$ cat config.mk
export PLATFORM = sky130hd
export DESIGN_NAME = osd_cmd_sequencer
export DESIGN_NICKNAME = d
export VERILOG_FILES = /design/src/rtl/osd_cmd_sequencer.sv
export SDC_FILE = /design/constraint.sdc
export NUM_CORES = 1
export LEC_CHECK = 0
export BUFFER_PORTS_ARGS = -buffer_cell sky130_fd_sc_hd__buf_2
export CAP_MARGIN = 5
export CORE_MARGIN = 3
export CORE_UTILIZATION = 55
export CTS_BUF_LIST = sky130_fd_sc_hd__clkbuf_8
export CTS_CLUSTER_SIZE = 28
export DETAILED_ROUTE_END_ITERATION = 16
export GPL_TIMING_DRIVEN = 1
export PLACE_DENSITY_LB_ADDON = 0.08
export SLEW_MARGIN = 20
export SYNTH_ARGS = -nofsm -noshare
export SYNTH_HDL_FRONTEND = slang
export SYNTH_SLANG_ARGS = --single-unit
$ cat constraint.sdc
create_clock -name clk_bus -period 3.8 [get_ports clk_bus]
set_input_delay 0.57 -clock clk_bus [delete_from_list [all_inputs] [get_ports clk_bus]]
set_output_delay 0.57 -clock clk_bus [all_outputs]
set_load 0.02 [all_outputs]
$ cat src/rtl/osd_cmd_sequencer.sv
// osd_cmd_sequencer
// Buffers MCU/SPI command words in a FIFO and presents each one on
// osd_command for HOLD_CYCLES clk_bus cycles. Because the overlay only reacts
// to a change of osd_command, a word equal to the one currently driven is
// preceded by a separator word (16'h0000, or 16'h0001 if 16'h0000 is driven).
//
// Build option: define OSD_CMD_SEQ_FLUSH_EN so that a written word with
// opcode 8'hFF empties the FIFO instead of being queued.
//
// state      | meaning
// -----------+-------------------------------------------------------------
// S_IDLE     | waiting for a queued word; decides command vs. separator
// S_HOLD     | holding a popped command word on osd_command
// S_HOLD_SEP | holding a separator; head word stays queued for next IDLE
module osd_cmd_sequencer #(
  parameter int DEPTH_LOG2  = 4,
  parameter int HOLD_CYCLES = 4
) (
  input  logic        clk_bus,
  input  logic        areset_n,
  input  logic [15:0] wr_data,
  input  logic        wr_stb,
  output logic        full,
  output logic        empty,
  output logic        overflow,
  input  logic        clr_overflow,
  output logic        busy,
  output logic [15:0] osd_command
);

  localparam int                DEPTH     = 1 << DEPTH_LOG2;
  localparam logic [DEPTH_LOG2:0] FULL_CNT = (DEPTH_LOG2+1)'(DEPTH);
  localparam logic [7:0]        HOLD_LOAD = 8'(HOLD_CYCLES - 1);

  typedef enum logic [1:0] {
    S_IDLE     = 2'd0,
    S_HOLD     = 2'd1,
    S_HOLD_SEP = 2'd2
  } state_t;

  state_t                r_state;
  state_t                w_state_nxt;
  logic [7:0]            r_hold_cnt;
  logic [7:0]            w_hold_cnt_nxt;
  logic [15:0]           r_cmd;
  logic [15:0]           w_cmd_nxt;

  logic [15:0]           r_mem [DEPTH];
  logic [DEPTH_LOG2-1:0] r_wr_ptr;
  logic [DEPTH_LOG2-1:0] r_rd_ptr;
  logic [DEPTH_LOG2:0]   r_count;
  logic                  r_overflow;

  logic                  w_full;
  logic                  w_empty;
  logic                  w_flush;
  logic                  w_push;
  logic                  w_drop;
  logic                  w_pop;
  logic [15:0]           w_head;
  logic [15:0]           w_sep;

`ifdef OSD_CMD_SEQ_FLUSH_EN
  assign w_flush = wr_stb && (wr_data[15:8] == 8'hFF);
`else
  assign w_flush = 1'b0;
`endif

  // full is taken from the registered count, so a same-cycle pop cannot make room for a write
  assign w_full  = (r_count == FULL_CNT);
  assign w_empty = (r_count == '0);
  assign w_push  = wr_stb && !w_flush && !w_full;
  assign w_drop  = wr_stb && !w_flush && w_full;
  assign w_head  = r_mem[r_rd_ptr];
  assign w_sep   = (r_cmd != 16'h0000) ? 16'h0000 : 16'h0001;

  // FIFO storage write port (no reset needed; validity tracked by r_count)
  always_ff @(posedge clk_bus) begin
    if (w_push) begin
      r_mem[r_wr_ptr] <= wr_data;
    end
  end

  // FIFO pointers and occupancy; a flush word clears them on its edge
  always_ff @(posedge clk_bus or negedge areset_n) begin
    if (!areset_n) begin
      r_wr_ptr <= '0;
      r_rd_ptr <= '0;
      r_count  <= '0;
    end else if (w_flush) begin
      r_wr_ptr <= '0;
      r_rd_ptr <= '0;
      r_count  <= '0;
    end else begin
      if (w_push) r_wr_ptr <= r_wr_ptr + 1'b1;
      if (w_pop)  r_rd_ptr <= r_rd_ptr + 1'b1;
      if (w_push && !w_pop) begin
        r_count <= r_count + 1'b1;
      end else if (!w_push && w_pop) begin
        r_count <= r_count - 1'b1;
      end
    end
  end

  // Sticky overflow flag; a dropped write wins over a same-cycle clear
  always_ff @(posedge clk_bus or negedge areset_n) begin
    if (!areset_n) begin
      r_overflow <= 1'b0;
    end else if (w_drop) begin
      r_overflow <= 1'b1;
    end else if (clr_overflow) begin
      r_overflow <= 1'b0;
    end
  end

  // Sequencer state, hold timer and output word registers
  always_ff @(posedge clk_bus or negedge areset_n) begin
    if (!areset_n) begin
      r_state    <= S_IDLE;
      r_hold_cnt <= '0;
      r_cmd      <= 16'h0000;
    end else begin
      r_state    <= w_state_nxt;
      r_hold_cnt <= w_hold_cnt_nxt;
      r_cmd      <= w_cmd_nxt;
    end
  end

  // Next-state logic: emit head word, or a separator when the head repeats osd_command
  always_comb begin
    w_state_nxt    = r_state;
    w_hold_cnt_nxt = r_hold_cnt;
    w_cmd_nxt      = r_cmd;
    w_pop          = 1'b0;
    case (r_state)
      S_IDLE: begin
        if (!w_empty) begin
          w_hold_cnt_nxt = HOLD_LOAD;
          if (w_head != r_cmd) begin
            w_pop       = 1'b1;
            w_cmd_nxt   = w_head;
            w_state_nxt = S_HOLD;
          end else begin
            w_cmd_nxt   = w_sep;
            w_state_nxt = S_HOLD_SEP;
          end
        end
      end
      S_HOLD, S_HOLD_SEP: begin
        if (r_hold_cnt == 8'd0) begin
          w_state_nxt = S_IDLE;
        end else begin
          w_hold_cnt_nxt = r_hold_cnt - 8'd1;
        end
      end
      default: begin
        w_state_nxt = S_IDLE;
      end
    endcase
  end

  assign full        = w_full;
  assign empty       = w_empty;
  assign overflow    = r_overflow;
  assign busy        = !w_empty || (r_state != S_IDLE);
  assign osd_command = r_cmd;

endmodule

# == Word-level counts from Yosys, hierarchy flattened ==
# Memories as Yosys holds them, arrays and structs flattened.
# Cells that the tools add are included.
# word_totals
ff_bits,40
output_inout_bits,20
memories,1
word_cells,60
ramBits,256
inputBits,20
# op_classes
n_mux,18
add_sub_neg,5
n_eq_ne,7
reduce_logical,21
bitwise_logic,1
# mem_list
name,depth,word_bits,rd,rd_clocked_by_memory_dff,write_ports,line_no,text
r_mem,16,16,1,0,1,48,logic [15:0] r_mem [DEPTH];
# op_table
operator,count
16-bit 2-to-1 mux,1
8-bit 2-to-1 mux,2
16-bit inequality test,1
8-bit one-hot mux with 2 select lines,1
16-bit nonzero test,1
5-bit 2-to-1 mux,2
4-bit by 1-bit adder with 4-bit output (second input constant),2
8-bit logical NOT,1
1-bit 2-to-1 mux,8
2-bit nonzero test,4
8-bit by 1-bit subtractor with 8-bit output (second input constant),1
2-bit 2-to-1 mux,3
2-bit inequality test (second input constant),3
5-bit by 1-bit adder with 5-bit output (second input constant),1
5-bit == test (second input constant),1
5-bit logical NOT,1
5-bit by 1-bit subtractor with 5-bit output (second input constant),1
1-bit logical AND,4
1-bit logical NOT,4
2-bit one-hot mux with 2 select lines,1
2-bit AND reduction,2
3-bit AND reduction,1
2-bit by 1-bit == test with 1-bit output (second input constant),1
2-bit == test (second input constant),1
other kinds (4),4

# == Longest topological paths before layout ==
# An unclocked memory read counts as a cell.
# depth
depth_word,8
depth_mapped,20

# == Worst setup path after synthesis ==
# Ideal clock, no wire load.
# synth_timing
path_type,reg2reg
start,reg r_rd_ptr[0]
end,reg r_count[4]
path_slack_ps,-227
path_buffers,4
required_ps,3675
t_arrival_ps,3902
path_stages_with_launch,20
synth_period_minus_slack_ps,4027
setup_ps,125
cell_sequence,dfrtp_1 -> buf_6 -> buf_12 -> buf_12 -> buf_8 -> mux4_2 -> nand2_1 -> nor2_1 -> o31a_1 -> a2111oi_4 -> nand4_4 -> o21ai_2 -> ha_1 -> inv_1 -> fa_1 -> a21o_1 -> a21oi_1 -> xnor2_1 -> nor2_1 -> xor2_1
# synth_via
elab_chain_cells,8
elab_cells_between_ends,10
classes_between,1 x eq/ne; 4 x mux; 4 x reduce/logical; 1 x memory
# synth_lines
item,line_no,text
from (decl),50,logic [DEPTH_LOG2-1:0] r_rd_ptr;
from (signal assigned),96,if (w_pop) r_rd_ptr <= r_rd_ptr + 1'b1;
memory read 16 x 16 bit *,-,
16-bit inequality test *,139,if (w_head != r_cmd) begin
1-bit 2-to-1 mux *,139,
1-bit 2-to-1 mux *,137,if (!w_empty) begin
1-bit 2-to-1 mux *,135,case (r_state)
1-bit logical NOT,97,if (w_push && !w_pop) begin
1-bit logical AND,97,
5-bit 2-to-1 mux or 2-bit nonzero test (tied branches),-,
to (signal assigned),98,r_count <= r_count + 1'b1;
to (signal assigned),100,r_count <= r_count - 1'b1;
to (decl),51,logic [DEPTH_LOG2:0] r_count;
# Every way passes the cells marked *; elsewhere a longest branch is shown, timed or not.
# A chain may end at the register's enable or synchronous reset.

# == Final worst setup path ==
# layout_timing
start,reg r_rd_ptr[1]
end,reg r_count[4]
# The elaborated chain is that of the path after synthesis.

==> summary.txt <==
Yosys
  • EDFF count, synth: 256
  • Seq/Total Area, Yosys: about two thirds
  • Net Count, Synth: 838
  • Mapped Area: 0.0127 sq mm
  • Synth cell types: 69
  • Synth Area per Inst: approximately 16 sq um
  • Syn. warnings: 0
  • Post-synth ARST share: 13.5%
  • #FFs+latches synth: 296
  • Top FF cell, synth: edfxtp_1
  • Post-Synthesis Cells: 805

Clock tree
  • TritonCTS Sinks: roughly 300
  • Num CTS Buffers: 47
  • Later-pin clock latency in the skew report: 0.57 ns
  • Reg clk slew, reported paths: approximately 0.060 ns
  • CTS tree: yes
  • Root buffer cell: clkbuf_8
  • H-tree Lvls: 2
  • Clock Tree Buf Depth: 3

GRT
  • Initial antenna violation count: 0
  • Largest net degree at the start of global routing: 41
  • Met3 Usage GRT: roughly 5.7%
  • Total grt overflow: 0
  • GR Layer Usage met2: a little under half
  • Met1 global-route usage: between 40% and 50%
  • Number of global-route vias before repair: ~8.0k
  • GRT Resource Usage Total: 29.7%
  • Gr busiest metal: met2
  • Global-route wire length before repair: 52.5 mm

Floorplanning
  • Num ports: 40
  • Core Box Area: between 0.02 and 0.025 sq mm
  • Die height: roughly 160 um
  • Die X: 158 um
  • Die ar.: 0.0250 sq mm
  • Row cnt: 55
  • Initial Util: 56.0%

Timing
  • Setup repair after global routing missed its margin: yes
  • Worst Slack Setup Final: -0.223 ns
  • Setup violators final: 2
  • Post-route clock period utilization: 106%
  • Worst-margin pin slew: 0.988 ns
  • Skew final: 0.0184 ns
  • Max Freq: 0.249 GHz
  • Fin. Hold Viols: 0
  • Fin. max-slew vios: 0
  • Worst slew margin: 34.2%
  • Final Critical Period: 4.02 ns

Routing
  • DR WL/cell: 27.8 um
  • Post-route ant nets: 0
  • DR iter-0 viols: 775
  • Via count: about 8k
  • Post-route DRC: 0
  • Detailed Route WL: 36.4 mm
  • Vias per inst: 6.13
  • Pre-Repair DR Iteration Count: 5

Placement
  • PortBufs: 39
  • DPL Wire Length: between 20 and 25 mm
  • DP Area: 0.0141 sq mm
  • Global placement routability congestion: 0.950

Outcome
  • Status: complete, but fails checks
  • Failing checks: setup timing

Cells and area
  • Most frequent cells in the layout: edfxtp_1 (256), buf_4 (126), mux2i_1 (71)
  • Final Cell Area: 0.0152 sq mm
  • Ratio of cells with drive above 1 in the final layout: between 30 and 40%
  • Final net count: 1022
  • Most common cell after layout, fill and taps aside: edfxtp_1
  • Util after Layout: between 60% and 70%
  • Syn-to-layout area delta: 19.3%
  • ANT cells: 0

Power
  • Pleak: 0.00566 uW
  • Power Density: 858 mW/mm^2
  • VDD IR max: about 0.00044 V

Setup path
  • CP endpoint kind: register
  • CP cell instances: buf_12, mux2i_1, o22a_1, o221ai_1, a222oi_1, nand4_1, or4_4, o21ai_4, ha_4, inv_4, fa_2, a21o_1, a21oi_2, xnor2_1, nor2_1, xor2_1
  • Max incr delay on CP: roughly 0.46 ns
  • Worst path slowest cell: or4_4
  • Critical path type: register to register
  • Crit start category: register
  • Crit path required time: 4.24 ns
  • Crit-path max FO: 21
  • Worst endpoint data arrival time: 4.47 ns

Job
  • MaxCap Viol Count: 0

Worst hold path
  • Tightest Hold Check Type: input pin to async pin
[stage by stage]
step / worst slack [ns] / hold WS, ns / total power [uW] / instances / setup TNS [ns]
2_1_floorplan: 0.0160 / 0.274 / 7820 / 805 / 0
3_3_place_gp: -0.332 / 0.477 / 10200 / 1214 / -0.593
3_5_place_dp: -0.402 / 0.483 / 10300 / 1214 / -0.864
4_1_cts: -0.173 / 0.186 / 12900 / 1308 / -0.180
5_1_grt: -0.294 / 0.211 / 13700 / 1309 / -0.503
6_report: -0.223 / 0.170 / 13000 / 1309 / -0.283
[critical path: cells and delay by family (launching register included)]
kind	cells	cell delay [ns]
AO/OA/AOI/OAI	6	1.32
XOR/XNOR	2	0.26
adder cells (fa/ha/maj)	2	0.52
buffers and inverters	2	0.23
flip-flops	1	0.45
multiplexers	1	0.42
AND/OR/NAND/NOR	3	0.68
[worst paths after layout]
kind,to,from,cells after the start,slack (ns)
hold reg to reg,r_count[4],r_count[4],1,0.49
setup reg to reg,r_count[4],r_rd_ptr[1],16,-0.22
max in group asynchronous,r_rd_ptr[1],areset_n,1,2.91
setup / recovery,r_count[4],r_rd_ptr[1],16,-0.22
min in group clk_bus,overflow,wr_stb,2,0.24
hold / removal,osd_command[11],areset_n,1,0.17
[sequential cells by signal, indices dropped and copies added, names as in the netlist]
register,count
r_mem,256
osd_command,16
r_hold_cnt,8
r_count,5
r_rd_ptr,4
r_wr_ptr,4
r_state,2
overflow,1
[cells in the mapped netlist (3+ instances only)]
library cell | n | area share, %
ha_1 | 12 | 1.2
nor4_1 | 8 | 0.39
buf_6 | 6 | 0.53
a32o_1 | 5 | 0.39
mux2_2 | 10 | 0.88
nand4_1 | 3 | 0.15
nand2b_1 | 10 | 0.49
o2111ai_1 | 4 | 0.28
a22oi_1 | 7 | 0.41
buf_2 | 6 | 0.24
nand2_1 | 52 | 1.5
buf_4 | 5 | 0.29
mux4_2 | 31 | 5.5
o21ai_0 | 10 | 0.39
xor2_1 | 6 | 0.41
buf_1 | 4 | 0.12
inv_1 | 20 | 0.59
nand3_1 | 12 | 0.47
a221oi_1 | 3 | 0.21
nor3_1 | 13 | 0.51
mux2i_1 | 77 | 6.1
a21o_1 | 4 | 0.24
a211oi_1 | 7 | 0.41
dfrtp_1 | 40 | 7.9
o211ai_1 | 4 | 0.24
o22ai_1 | 25 | 1.2
edfxtp_1 | 256 | 60
o31ai_1 | 9 | 0.53
o22a_1 | 10 | 0.69
a21oi_1 | 14 | 0.55
nor2b_1 | 7 | 0.34
xnor2_1 | 16 | 1.1
clkbuf_1 | 16 | 0.47
nor2_1 | 44 | 1.3
and2_1 | 4 | 0.20
[layer usage]
layer | wire (um) | part of all wire [%] | vias to the layer above
met2 | 17300 | 48 | 366
met1 | 15400 | 42 | 4063
met5 | 0 | 0 | -
li1 | - | - | 3536
met4 | 985 | 2.7 | 0
met3 | 2770 | 7.6 | 56
[area by class of cell]
class / instances / area [sq um]
flip-flops and latches: 296 / 8700
fillers: 1614 / 7530
multi-input cells: 446 / 3870
repair buffers: 175 / 1330
clock buffers: 49 / 674
well taps: 285 / 357
clock inverters: 35 / 164
inverters: 23 / 88.8
[kinds of logic after synthesis]
kind of cell / synth area share (%)
flip-flops: 68.3
adder cells (fa/ha/maj): 1.34
XOR/XNOR: 1.51
multiplexers: 12.5
buffers and inverters: 2.76
AND/OR/NAND/NOR: 6.11
AO/OA/AOI/OAI: 7.49
[report_power, final]
group	leakage (uW)	switching, uW	total [uW]	internal, uW
clock	0.000485	1220	2430	1210
combinational	0.00237	3420	6170	2750
sequential	0.00280	397	4440	4040
total	0.00566	5030	13000	8000
[repair_timing]
item                       CTS  global route
hold buffers                 0             0
setup buffers               10             1
setup endpoints to repair    4             4
pin swaps                    3             1
gates resized for setup     17             8
Note: power is estimated with default switching activity, not from simulation.
